===== src/rtl/panel_scanner.sv =====
// Front-panel readout engine: walks the register-select index, captures each console
// word and shifts it MSB-first into a 74x595 chain, then pulses the chain latch once.
module panel_scanner #(
   parameter int NREGS = 8,
   parameter int DIV   = 4
) (
   input  logic        clock,
   input  logic        reset,
   input  logic        scan_en,
   input  logic [15:0] qc_in,
   output logic [3:0]  sel,
   output logic        sclk,
   output logic        sdata,
   output logic        slatch,
   output logic        busy,
   output logic        frame_done
);

   localparam int            DW       = (DIV > 1) ? $clog2(DIV) : 1;
   localparam logic [DW-1:0] DIV_LAST = DW'(DIV - 1);
   localparam logic [3:0]    SEL_LAST = 4'(NREGS - 1);

   typedef enum logic [2:0] {IDLE, SELECT, CAPTURE, SHIFT, NEXT, LATCH, DONE} state_t;

   state_t        state;
   logic [15:0]   shreg;
   logic [3:0]    bitcnt;
   logic [DW-1:0] divcnt;

   // Sixteen left shifts empty the register, so sdata is 0 outside SHIFT for free.
   assign sdata = shreg[15];

   always_ff @(posedge clock) begin
      if (reset) begin
         state      <= IDLE;
         shreg      <= '0;
         bitcnt     <= '0;
         divcnt     <= '0;
         sel        <= '0;
         sclk       <= 1'b0;
         slatch     <= 1'b0;
         busy       <= 1'b0;
         frame_done <= 1'b0;
      end else begin
         frame_done <= 1'b0;
         case (state)
            IDLE: begin
               if (scan_en) begin
                  state <= SELECT;
                  busy  <= 1'b1;
                  sel   <= '0;
               end
            end
            SELECT: state <= CAPTURE;
            CAPTURE: begin
               shreg  <= qc_in;
               bitcnt <= '0;
               divcnt <= '0;
               sclk   <= 1'b0;
               state  <= SHIFT;
            end
            SHIFT: begin
               if (divcnt != DIV_LAST) begin
                  divcnt <= divcnt + 1'b1;
               end else begin
                  divcnt <= '0;
                  if (!sclk) begin
                     sclk <= 1'b1;
                  end else begin
                     // end of the high phase: next bit appears with the falling edge
                     sclk   <= 1'b0;
                     shreg  <= {shreg[14:0], 1'b0};
                     bitcnt <= bitcnt + 4'd1;
                     if (bitcnt == 4'd15) state <= NEXT;
                  end
               end
            end
            NEXT: begin
               if (sel == SEL_LAST) begin
                  slatch <= 1'b1;
                  divcnt <= '0;
                  state  <= LATCH;
               end else begin
                  sel   <= sel + 4'd1;
                  state <= SELECT;
               end
            end
            LATCH: begin
               if (divcnt != DIV_LAST) begin
                  divcnt <= divcnt + 1'b1;
               end else begin
                  slatch     <= 1'b0;
                  frame_done <= 1'b1;
                  sel        <= '0;
                  state      <= DONE;
               end
            end
            DONE: begin
               if (scan_en) begin
                  state <= SELECT;
               end else begin
                  busy  <= 1'b0;
                  state <= IDLE;
               end
            end
            default: state <= IDLE;
         endcase
      end
   end

endmodule


===== config.mk =====
export PLATFORM = sky130hd
export DESIGN_NAME = panel_scanner
export DESIGN_NICKNAME = d
export VERILOG_FILES = /design/src/rtl/panel_scanner.sv
export SDC_FILE = /design/constraint.sdc
export NUM_CORES = 1
export LEC_CHECK = 0
export ABC_AREA = 1
export BUFFER_PORTS_ARGS = -buffer_cell sky130_fd_sc_hd__buf_2
export CORE_MARGIN = 3
export CORE_UTILIZATION = 63
export CTS_BUF_LIST = sky130_fd_sc_hd__clkbuf_4 sky130_fd_sc_hd__clkbuf_8
export CTS_CLUSTER_SIZE = 14
export DETAILED_ROUTE_END_ITERATION = 7
export PLACE_DENSITY = 0.87
export SLEW_MARGIN = 40
export SYNTH_ARGS = -nofsm -noshare
export SYNTH_HDL_FRONTEND = slang
export SYNTH_SLANG_ARGS = --single-unit

===== constraint.sdc =====
create_clock -name clock -period 2.9 [get_ports clock]
set_clock_uncertainty 0.15 [all_clocks]
set_input_delay 0 -clock clock [delete_from_list [all_inputs] [get_ports clock]]
set_output_delay 0 -clock clock [all_outputs]
set_load 0.005 [all_outputs]

# After elaboration in Yosys (flattened, before gate mapping)

Cells that the tools add are included.

Bits in registers: 33
Input bits: 19
Output and inout port bits: 9
Logic and storage cells: 77

Add/sub/neg operators: 3
Equal/unequal tests: 18
Muxes and demuxes: 32
Bitwise logic cells: 1
Reduce and logical (&&, ||, !) cells: 14

Operator list:

| operator                                       | number |
|---|---|
| 2-to-1 mux 16 bit                              | 2 |
| case mux 16 bit (2 select lines)               | 1 |
| case mux 3 bit (7 select lines)                | 1 |
| 2-to-1 mux 4 bit                               | 5 |
| != test 2 bit (second input constant)          | 10 |
| 2-to-1 mux 3 bit                               | 6 |
| case mux 4 bit (3 select lines)                | 1 |
| AND reduction 3 bit                            | 4 |
| == test 3 bit (second input constant)          | 3 |
| adder 4 x 1 -> 4 bit (second input constant)   | 2 |
| 2-to-1 mux 1 bit                               | 8 |
| case mux 2 bit (4 select lines)                | 1 |
| case mux 4 bit (2 select lines)                | 1 |
| == test 3 x 2 -> 1 bit (second input constant) | 2 |
| 2-to-1 mux 2 bit                               | 3 |
| case mux 1 bit (2 select lines)                | 3 |
| nonzero test 2 bit                             | 3 |
| AND reduction 5 bit                            | 1 |
| == test 4 x 3 -> 1 bit (second input constant) | 1 |
| == test 4 bit (second input constant)          | 1 |
| AND reduction 4 bit                            | 1 |
| nonzero test 4 bit                             | 1 |
| == test 3 x 1 -> 1 bit (second input constant) | 1 |
| zero test 3 bit                                | 1 |
| 5 further kinds                                | 5 |

# Depth between registers and ports, before layout

Gate-level depths: netlist (run 1).

Depth in word-level cells: 5
Mapped depth: 9
Depth with buffers taken out: 9

# Worst setup path before layout (run 1)

No wires, ideal clock.

Path type: reg2reg
From: register divcnt[0]
To: register bitcnt[3]
Setup time: 0.115 ns
Arrival time: 1.188 ns
Required time: 2.635 ns
Path slack: 1.447 ns
Stages on the path, launching flop included: 8
Buffers on the path: 1
Clock period less this slack: 1.453 ns
Cell sequence: dfxtp_1 -> ha_1 -> inv_1 -> o21ai_4 -> nand2_4 -> buf_6 -> o21ai_1 -> nor2_1

Longest elaborated chain between the ends: 3

RTL lines:

| element                       | RTL line | RTL |
|---|---|---|
| start, declared               | 28       | `logic [DW-1:0] divcnt;` |
| start signal, assigned        | 64       | `divcnt <= divcnt + 1'b1;` |
| start signal, assigned        | 90       | `divcnt <= divcnt + 1'b1;` |
| != test 2 bit                 | 63       | `if (divcnt != DIV_LAST) begin` |
| != test 2 bit (no line)       | -        |  |
| AND reduction 3 bit (no line) | -        |  |
| end signal, assigned          | 73       | `bitcnt <= bitcnt + 4'd1;` |
| end, declared                 | 27       | `logic [3:0] bitcnt;` |

No other way between the ends.
A chain may end at the register's enable or synchronous reset.

# Final worst setup path (run 1)

From: register state[2]
To: register shreg[0]

Longest elaborated chain between the ends: 3
Elaborated cells on any way between the ends: 7
Classes of those cells: eq/ne (4); mux (1); reduce/logical (2)

RTL lines:

| element                                                       | RTL line | RTL |
|---|---|---|
| start, declared                                               | 25       | `state_t state;` |
| start signal, assigned                                        | 35       | `state <= IDLE;` |
| start signal, assigned                                        | 49       | `state <= SELECT;` |
| start signal, assigned                                        | 54       | `SELECT: state <= CAPTURE;` |
| == test 3 x 2 -> 1 bit                                        | 46       | `case (state)` |
| != test 2 bit (no line) or nonzero test 2 bit (tied branches) | -        |  |
| AND reduction 3 bit (no line)                                 | -        |  |
| end signal, assigned                                          | 56       | `shreg <= qc_in;` |
| end signal, assigned                                          | 72       | `shreg <= {shreg[14:0], 1'b0};` |
| end, declared                                                 | 26       | `logic [15:0] shreg;` |

Several ways; a longest one is shown, not always the timed one.

==> flow_summary.toml, run 1 <==
[run_status]
status = "finished, final reports clean"

[worst_setup_path]
setup.worst_path.end_class = "register"
regToRegEndpoint = "shreg[0]"
worstReg2RegStart = "state[2]"
crit_start = "state[2]"
critPathArrivalTime_ns = 2.60
cp_data_required_time_ns = 3.05
crit_fanout = 21
cp-start-kind = "register"
endpoint = "shreg[0]"
r2r_setup_slack_ns = 0.44
ff2ff_path_depth = 8
path_class = "register to register"

[floorplanning]
coreArea_um2 = 2613
num_rows = 18
initial_core_util_pct = 69.83
ios = 28
die_y_um = 59.81
die_w_um = 59.81
die_area_um2 = 3577

[clock_tree]
cts_max_path_buffers = 2
h-tree-depth = 2
cts_root_buf = "clkbuf_4"
cts_buffers = 5
cts_tree = "built"
cts.clk_slew.worst_paths_ns = 0.10
ctsResizeCount = 0
cts.sinks = 33
worstSkewPairLatency_ns = 0.35

[synthesis]
ys_types = 29
ys_ff_latch = 33
syn_nets = 296
yosysSeqAreaShare_pct = 36.21
yosysWarningCount = 0
synth_area_per_cell_um2 = 6.682
syn-cell-area_um2 = 1824
postSynthCellCount = 273

[grt]
grt_pass1_wl_um = 6499
grt_pass1_vias = 1599
track_usage_pct = 23.99
overflow = 0
antenna_found_initial = 0
grt_max_degree = 25

[sta]
slew-limit-headroom_pct = 55.31
fmax_mhz = 407.0
setup_viol = 0
fin_crit_ns = 2.457
tns_ns = 0
period_share_pct = 84.73
final-hold-violation-count = 0
rsz0062_at_grt = "no"
slew_viol_final = 0
worst_slew_pin_slew_ns = 0.6697

[place]
gp_congestion = 0.9242
hpwlAfterDp_um = 2470
place_area_um2 = 1913
portBuffers = 27

[cells_and_area]
syn_to_final_growth_pct = 17.63
finalNetCount = 339
layout-drive-gt1-share_pct = 16.83
diodes = 0
fill_cells = 176
final_cell_area_um2 = 2146

[power]
ir_drop_mv = 0.7630
p_per_area_nw_per_um2 = 796.8
p_leak_nw = 1.039

[min_path]
hold_class = "register to register"

[routing]
vias_per_cell = 5.206
dr.pass1.iters = 4
wl_per_cell_um = 11.23
drt_iter0_drc = 129
ant_nets = 0
detail_route.drc_violations = 0
drt_wl_total_um = 3874
vias = 1796

[job]
drv_cap = 0
==> critical path, cell delays in order, from the launching register on <==
cell and delay, ns:
dfxtp_1 0.37, inv_2 0.16, nand3_4 0.27, inv_4 0.28, nand2_4 0.20, nand2_4 0.24
nand2_1 0.08, a21oi_1 0.12, dlygate4sd3_1 0.55
==> where the power goes <==
| part | total [W] | internal [W] | leakage (nW) | switching (W) |
|---|---|---|---|---|
| logic | 0.000807 | 0.000302 | 0.742 | 0.000505 |
| clock network | 0.000232 | 0.0000838 | 0.0269 | 0.000148 |
| registers | 0.000671 | 0.000579 | 0.270 | 0.0000919 |
==> stage by stage <==
step | instances | hold slack [ns] | power (W) | util, % | setup slack [ns]
6_report | 345 | 0.3195 | 0.001710 | 82.14 | 0.4429
5_1_grt | 345 | 0.3429 | 0.001857 | 82.14 | 0.3021
4_1_cts | 345 | 0.3165 | 0.001702 | 82.14 | 0.4787
3_5_place_dp | 320 | 0.1463 | 0.001451 | 73.23 | 0.9957
3_3_place_gp | 320 | 0.1366 | 0.001436 | 73.23 | 1.033
2_1_floorplan | 273 | 0.01450 | 0.001321 | - | 1.447
==> cell usage in the layout, fill, tap and decap left out, drive strengths merged <==
cell,synthesis,routed
nand2,86,86
nor2,50,50
dfxtp,33,33
buf,9,28
a21oi,23,23
o21ai,23,23
inv,20,20
dlygate4sd3,0,19
nand3,15,15
clkbuf,2,5
ha,4,4
nor3,3,3
a31oi,1,1
o211ai,1,1
and2,1,1
or2,1,1
xnor2,1,1
clkinv,0,1
==> cell families after synthesis <==
kind of cell             Yosys count  synth area share (%)
buffers and inverters             31                 9.259
AND/OR/NAND/NOR                  156                 36.49
XOR/XNOR                           1                0.4802
flip-flops                        33                 36.21
adder cells (fa/ha/maj)            4                 2.744
AO/OA/AOI/OAI                     48                 14.81
==> what timing repair did <==
item,4_1_cts,5_1_grt
buffers inserted,0,0
hold endpoints to repair,23,0
hold buffers,19,0
==> cell usage after synthesis <==
library cell / count / area, um2
dfxtp_1: 33 / 660.6
or2_2: 1 / 6.260
clkbuf_1: 2 / 7.510
and2_1: 1 / 6.260
nand2_2: 3 / 18.77
inv_2: 2 / 7.510
nor2_2: 2 / 12.51
nand2_1: 81 / 304.0
a21oi_2: 4 / 35.03
o21ai_0: 15 / 75.07
ha_1: 4 / 50.05
nand2_4: 2 / 22.52
nand3_4: 1 / 17.52
a21oi_1: 19 / 95.09
buf_4: 3 / 22.52
nor2_1: 47 / 176.4
o211ai_1: 1 / 7.510
xnor2_1: 1 / 8.760
a31oi_1: 1 / 6.260
buf_6: 5 / 56.30
nand3_1: 13 / 65.06
nand3_2: 1 / 10.01
o21ai_4: 1 / 16.27
o21ai_1: 7 / 35.03
nor3_1: 3 / 15.01
inv_4: 1 / 6.260
inv_1: 17 / 63.81
buf_2: 1 / 5.000
nor2_4: 1 / 11.26
==> final cells by class <==
type	count	area, um2	area share (%)
clock buffers	5	37.54	1.749
clock inverters	1	5.005	0.2332
repair buffers	47	332.8	15.51
inverters	20	77.57	3.615
multi-input cells	209	994.7	46.36
well taps	30	37.54	1.749
flip-flops and latches	33	660.6	30.79
==> flip-flops by register name, summed over array words and instances, names as in the netlist <==
signal and count:
bitcnt 4, busy 1, divcnt 2, frame_done 1, sclk 1, sel 4
shreg 16, slatch 1, state 3
==> how the worst min path moves through the flow <==
stage,startpoint,endpoint,slack (ns),cells after the start
2_1_floorplan,qc_in[0],shreg[0],0.01,2
3_3_place_gp,qc_in[0],shreg[0],0.14,3
3_5_place_dp,qc_in[0],shreg[0],0.15,3
4_1_cts,shreg[1],shreg[1],0.32,2
5_1_grt,shreg[1],shreg[1],0.34,2
6_report,shreg[1],shreg[1],0.32,2
==> per-layer routing <==
layer / track usage [%] / wire length (um)
met1: 29.46 / 1841
met4: 12.34 / 67
met5: 0 / 0
met2: 39.35 / 1747
met3: 4.752 / 217
Note: power is estimated with default switching activity, not from simulation.
==> run 2, diff against run 1 <==
--- a/config.mk
+++ b/config.mk
@@ -5,14 +5,14 @@
 export SDC_FILE = /design/constraint.sdc
 export NUM_CORES = 1
 export LEC_CHECK = 0
-export ABC_AREA = 1
+export ABC_AREA = 0
 export BUFFER_PORTS_ARGS = -buffer_cell sky130_fd_sc_hd__buf_2
 export CORE_MARGIN = 3
-export CORE_UTILIZATION = 63
+export CORE_UTILIZATION = 52
 export CTS_BUF_LIST = sky130_fd_sc_hd__clkbuf_4 sky130_fd_sc_hd__clkbuf_8
 export CTS_CLUSTER_SIZE = 14
 export DETAILED_ROUTE_END_ITERATION = 7
-export PLACE_DENSITY = 0.87
+export PLACE_DENSITY = 0.77
 export SLEW_MARGIN = 40
 export SYNTH_ARGS = -nofsm -noshare
 export SYNTH_HDL_FRONTEND = slang
==> constraint.sdc (replaced) <==
create_clock -name clock -period 2.1 [get_ports clock]
set_clock_uncertainty 0.15 [all_clocks]
set_input_delay 0 -clock clock [delete_from_list [all_inputs] [get_ports clock]]
set_output_delay 0 -clock clock [all_outputs]
set_load 0.005 [all_outputs]
==> run 2 against run 1 <==
Effect of this change: clock-buffer cell count grew 2; global-route usage shrank 5.3 points; utilization shrank 14 points; worst hold slack lost 0.30 ns; combinational power shrank 76%; critical path type unchanged; critical endpoint is now shreg[14].
==> flow_summary.toml, run 2 <==
[synthesis]
yosys.area.top_type_share_pct = 38.26
synth_mux_area_share_pct = 1.232
yosysWarningCount = 0
synth_simple_gate_area_share_pct = 27.97
yosys-top-cells-area = "dfxtp_1, a311oi_1, nand3_1"
yosys.area.top_type = "dfxtp_1"
syn-cell-area_um2 = 1727
yosys.area_share.xor_xnor_pct = 0
synth_most_common_cell = "dfxtp_1"
ys_async_sr_fraction_pct = 0
synth-edff-count = 0
syn_nets = 233
synth_common_cells = "dfxtp_1, nand2_1, nand3_1"
synth_top_family_by_area = "simple AND/OR/NAND/NOR gates"
synth_compound_area_share_pct = 21.74
synthAdderAreaFrac_pct = 2.899
synth_area_per_cell_um2 = 8.222
ys_types = 42
synth_flop_cell = "dfxtp_1"
postSynthCellCount = 210
yosysSeqAreaShare_pct = 38.26
ys_ff_latch = 33

[worst_setup_path]
critPathArrivalTime_ns = 1.95
crit_fanout = 31
cp-start-kind = "register"
worstReg2RegStart = "state[1]"
path_class = "register to register"
cp_data_required_time_ns = 2.20
ff2ff_path_depth = 5
r2r_setup_slack_ns = 0.24
regToRegEndpoint = "shreg[14]"
setup.worst_path.end_class = "register"

[clock_tree]
cts_root_buf = "clkbuf_4"
cts.sinks = 33
cts_max_path_buffers = 2
post-cts-setup-buffer-count = 0
h-tree-depth = 2
cts_tree = "built"
cts.clk_slew.worst_paths_ns = 0.11
cts_buffers = 5
worstSkewPairLatency_ns = 0.33

[sta]
layout_setup_ws_ns = 0.2435
setup_viol = 0
tns_ns = 0
rsz0062_at_grt = "no"
fin_crit_ns = 1.856
slew-limit-headroom_pct = 59.20
worst_slew_pin_slew_ns = 0.6120
period_share_pct = 88.40
final-hold-violation-count = 0
fmax_mhz = 538.7
slew_viol_final = 0

[power]
netSwitchingPower_w = 0.0003496
p_int_w = 0.001049
ir_drop_mv = 0.4773
p_leak_nw = 0.8251
p_seq_share_pct = 49.0
total_power_w = 0.001399
pwr-share-clk_pct = 36.9
p_comb_share_pct = 14.1
switching_share_pct = 25.00
p_per_area_nw_per_um2 = 662.2

[cells_and_area]
finalNetCount = 271
syn_to_final_growth_pct = 22.32
fill_cells = 278
layout-drive-gt1-share_pct = 19.68
top_regs = "shreg: 16 flops, bitcnt: 4 flops, sel: 4 flops"
largest_reg_flops = 16
final_cell_mix = "dfxtp_1, buf_2, nand2_1"
top_register = "shreg"
layout_commonest_cell = "dfxtp_1"
diodes = 0

[routing]
drt_iter0_drc = 126
ant_nets = 0
detail_route.drc_violations = 0
wl_per_cell_um = 12.86
dr.pass1.iters = 4
drt_wl_total_um = 3768
vias = 1619
vias_per_cell = 5.526

[place]
post-place-ws_ns = 0.2674
portBuffers = 27
hpwlAfterDp_um = 2380
gp_congestion = 0.7906

[floorplanning]
die_y_um = 63.63
die_w_um = 63.63
coreArea_um2 = 3103
die_area_um2 = 4048
initial_core_util_pct = 55.65
num_rows = 20
ios = 28

[grt]
grt_pass1_wl_um = 6127
grt_max_degree = 35
overflow = 0
antenna_found_initial = 0
grt_pass1_vias = 1347
track_usage_pct = 18.68

[min_path]
hold_path_depth = 2
hold_class = "primary input to register"
worstHoldStart = "reset"
holdPathEnd = "bitcnt[0]"

[job]
drv_cap = 0

[run_status]
status = "finished, final reports clean"
==> run 2: changes by cell type after synthesis, moves of 4 or more <==
| cell | change |
|---|---|
| nand2_1 | -55 |
| a31oi_1 | +5 |
| a211oi_1 | +4 |
| inv_1 | -11 |
| o21ai_1 | -6 |
| a311oi_1 | +16 |
| buf_2 | +6 |
| nor2_1 | -26 |
| a21oi_1 | -11 |
| a21oi_2 | -4 |
| o21ai_0 | -8 |
| nand3_1 | +9 |
==> run 2: area by class of cell <==
cell class	count	area, um2	area share, %
Multi-Input combinational cell	153	929.6	44.02
Sequential cell	33	660.6	31.28
Timing Repair Buffer	49	355.3	16.82
Clock buffer	7	58.81	2.784
Tap cell	44	55.05	2.607
Clock inverter	1	30.03	1.422
Inverter	6	22.52	1.066
==> run 2: worst max-delay path by stage <==
stage               startpoint        end  cells after the start
floorplan            divcnt[0]  shreg[15]                      7
global placement      state[0]  bitcnt[3]                      3
detailed placement    state[1]   shreg[8]                      5
CTS                   state[1]   shreg[8]                      5
global route          state[1]   shreg[1]                      5
finish                state[1]  shreg[14]                      5
==> run 2: routing by layer <==
metal / global-route usage, % / wire, um
met4: 6.469 / 50
met5: 0 / 0
met1: 26.97 / 1901
met3: 4.456 / 146
met2: 26.86 / 1670
==> run 2: worst max-delay path: stages (launching register included) <==
cell      delay [ns]
dfxtp_1         0.58
nand2b_1        0.31
a21oi_4         0.22
buf_12          0.19
nor2_1          0.06
a311oi_1        0.25
==> run 2: logic make-up after synthesis <==
kind of cell    Yosys count
simple gates             96
compound gates           51
flops                    33
buf+inv                  24
fa+ha+maj                 4
mux                       2
==> run 2: timing repair <==
| action | 4_1_cts | 5_1_grt |
|---|---|---|
| hold buffers | 17 | 0 |
| resized for setup | 0 | 0 |
| hold endpoints to repair | 18 | 0 |
==> run 2: power groups by stage <==
stage | clock network (W) | registers [W] | logic, W
5_1_grt | 0.000556 | 0.000691 | 0.000215
6_report | 0.000516 | 0.000685 | 0.000197
3_5_place_dp | 0 | 0.000699 | 0.000172
4_1_cts | 0.000525 | 0.000685 | 0.000196
2_1_floorplan | 0 | 0.000686 | 0.000145
3_3_place_gp | 0 | 0.000699 | 0.000169
==> run 2: through the flow <==
stage	utilization, %	hold WS [ns]	instances	cell area (um2)
after floorplan	-	0.01247	210	1727
after global placement	59.72	0.1232	268	1853
after detailed placement	59.72	0.1263	268	1853
after CTS	68.06	0.009015	293	2112
after global routing	68.06	0.01678	293	2112
final	68.06	0.02034	293	2112
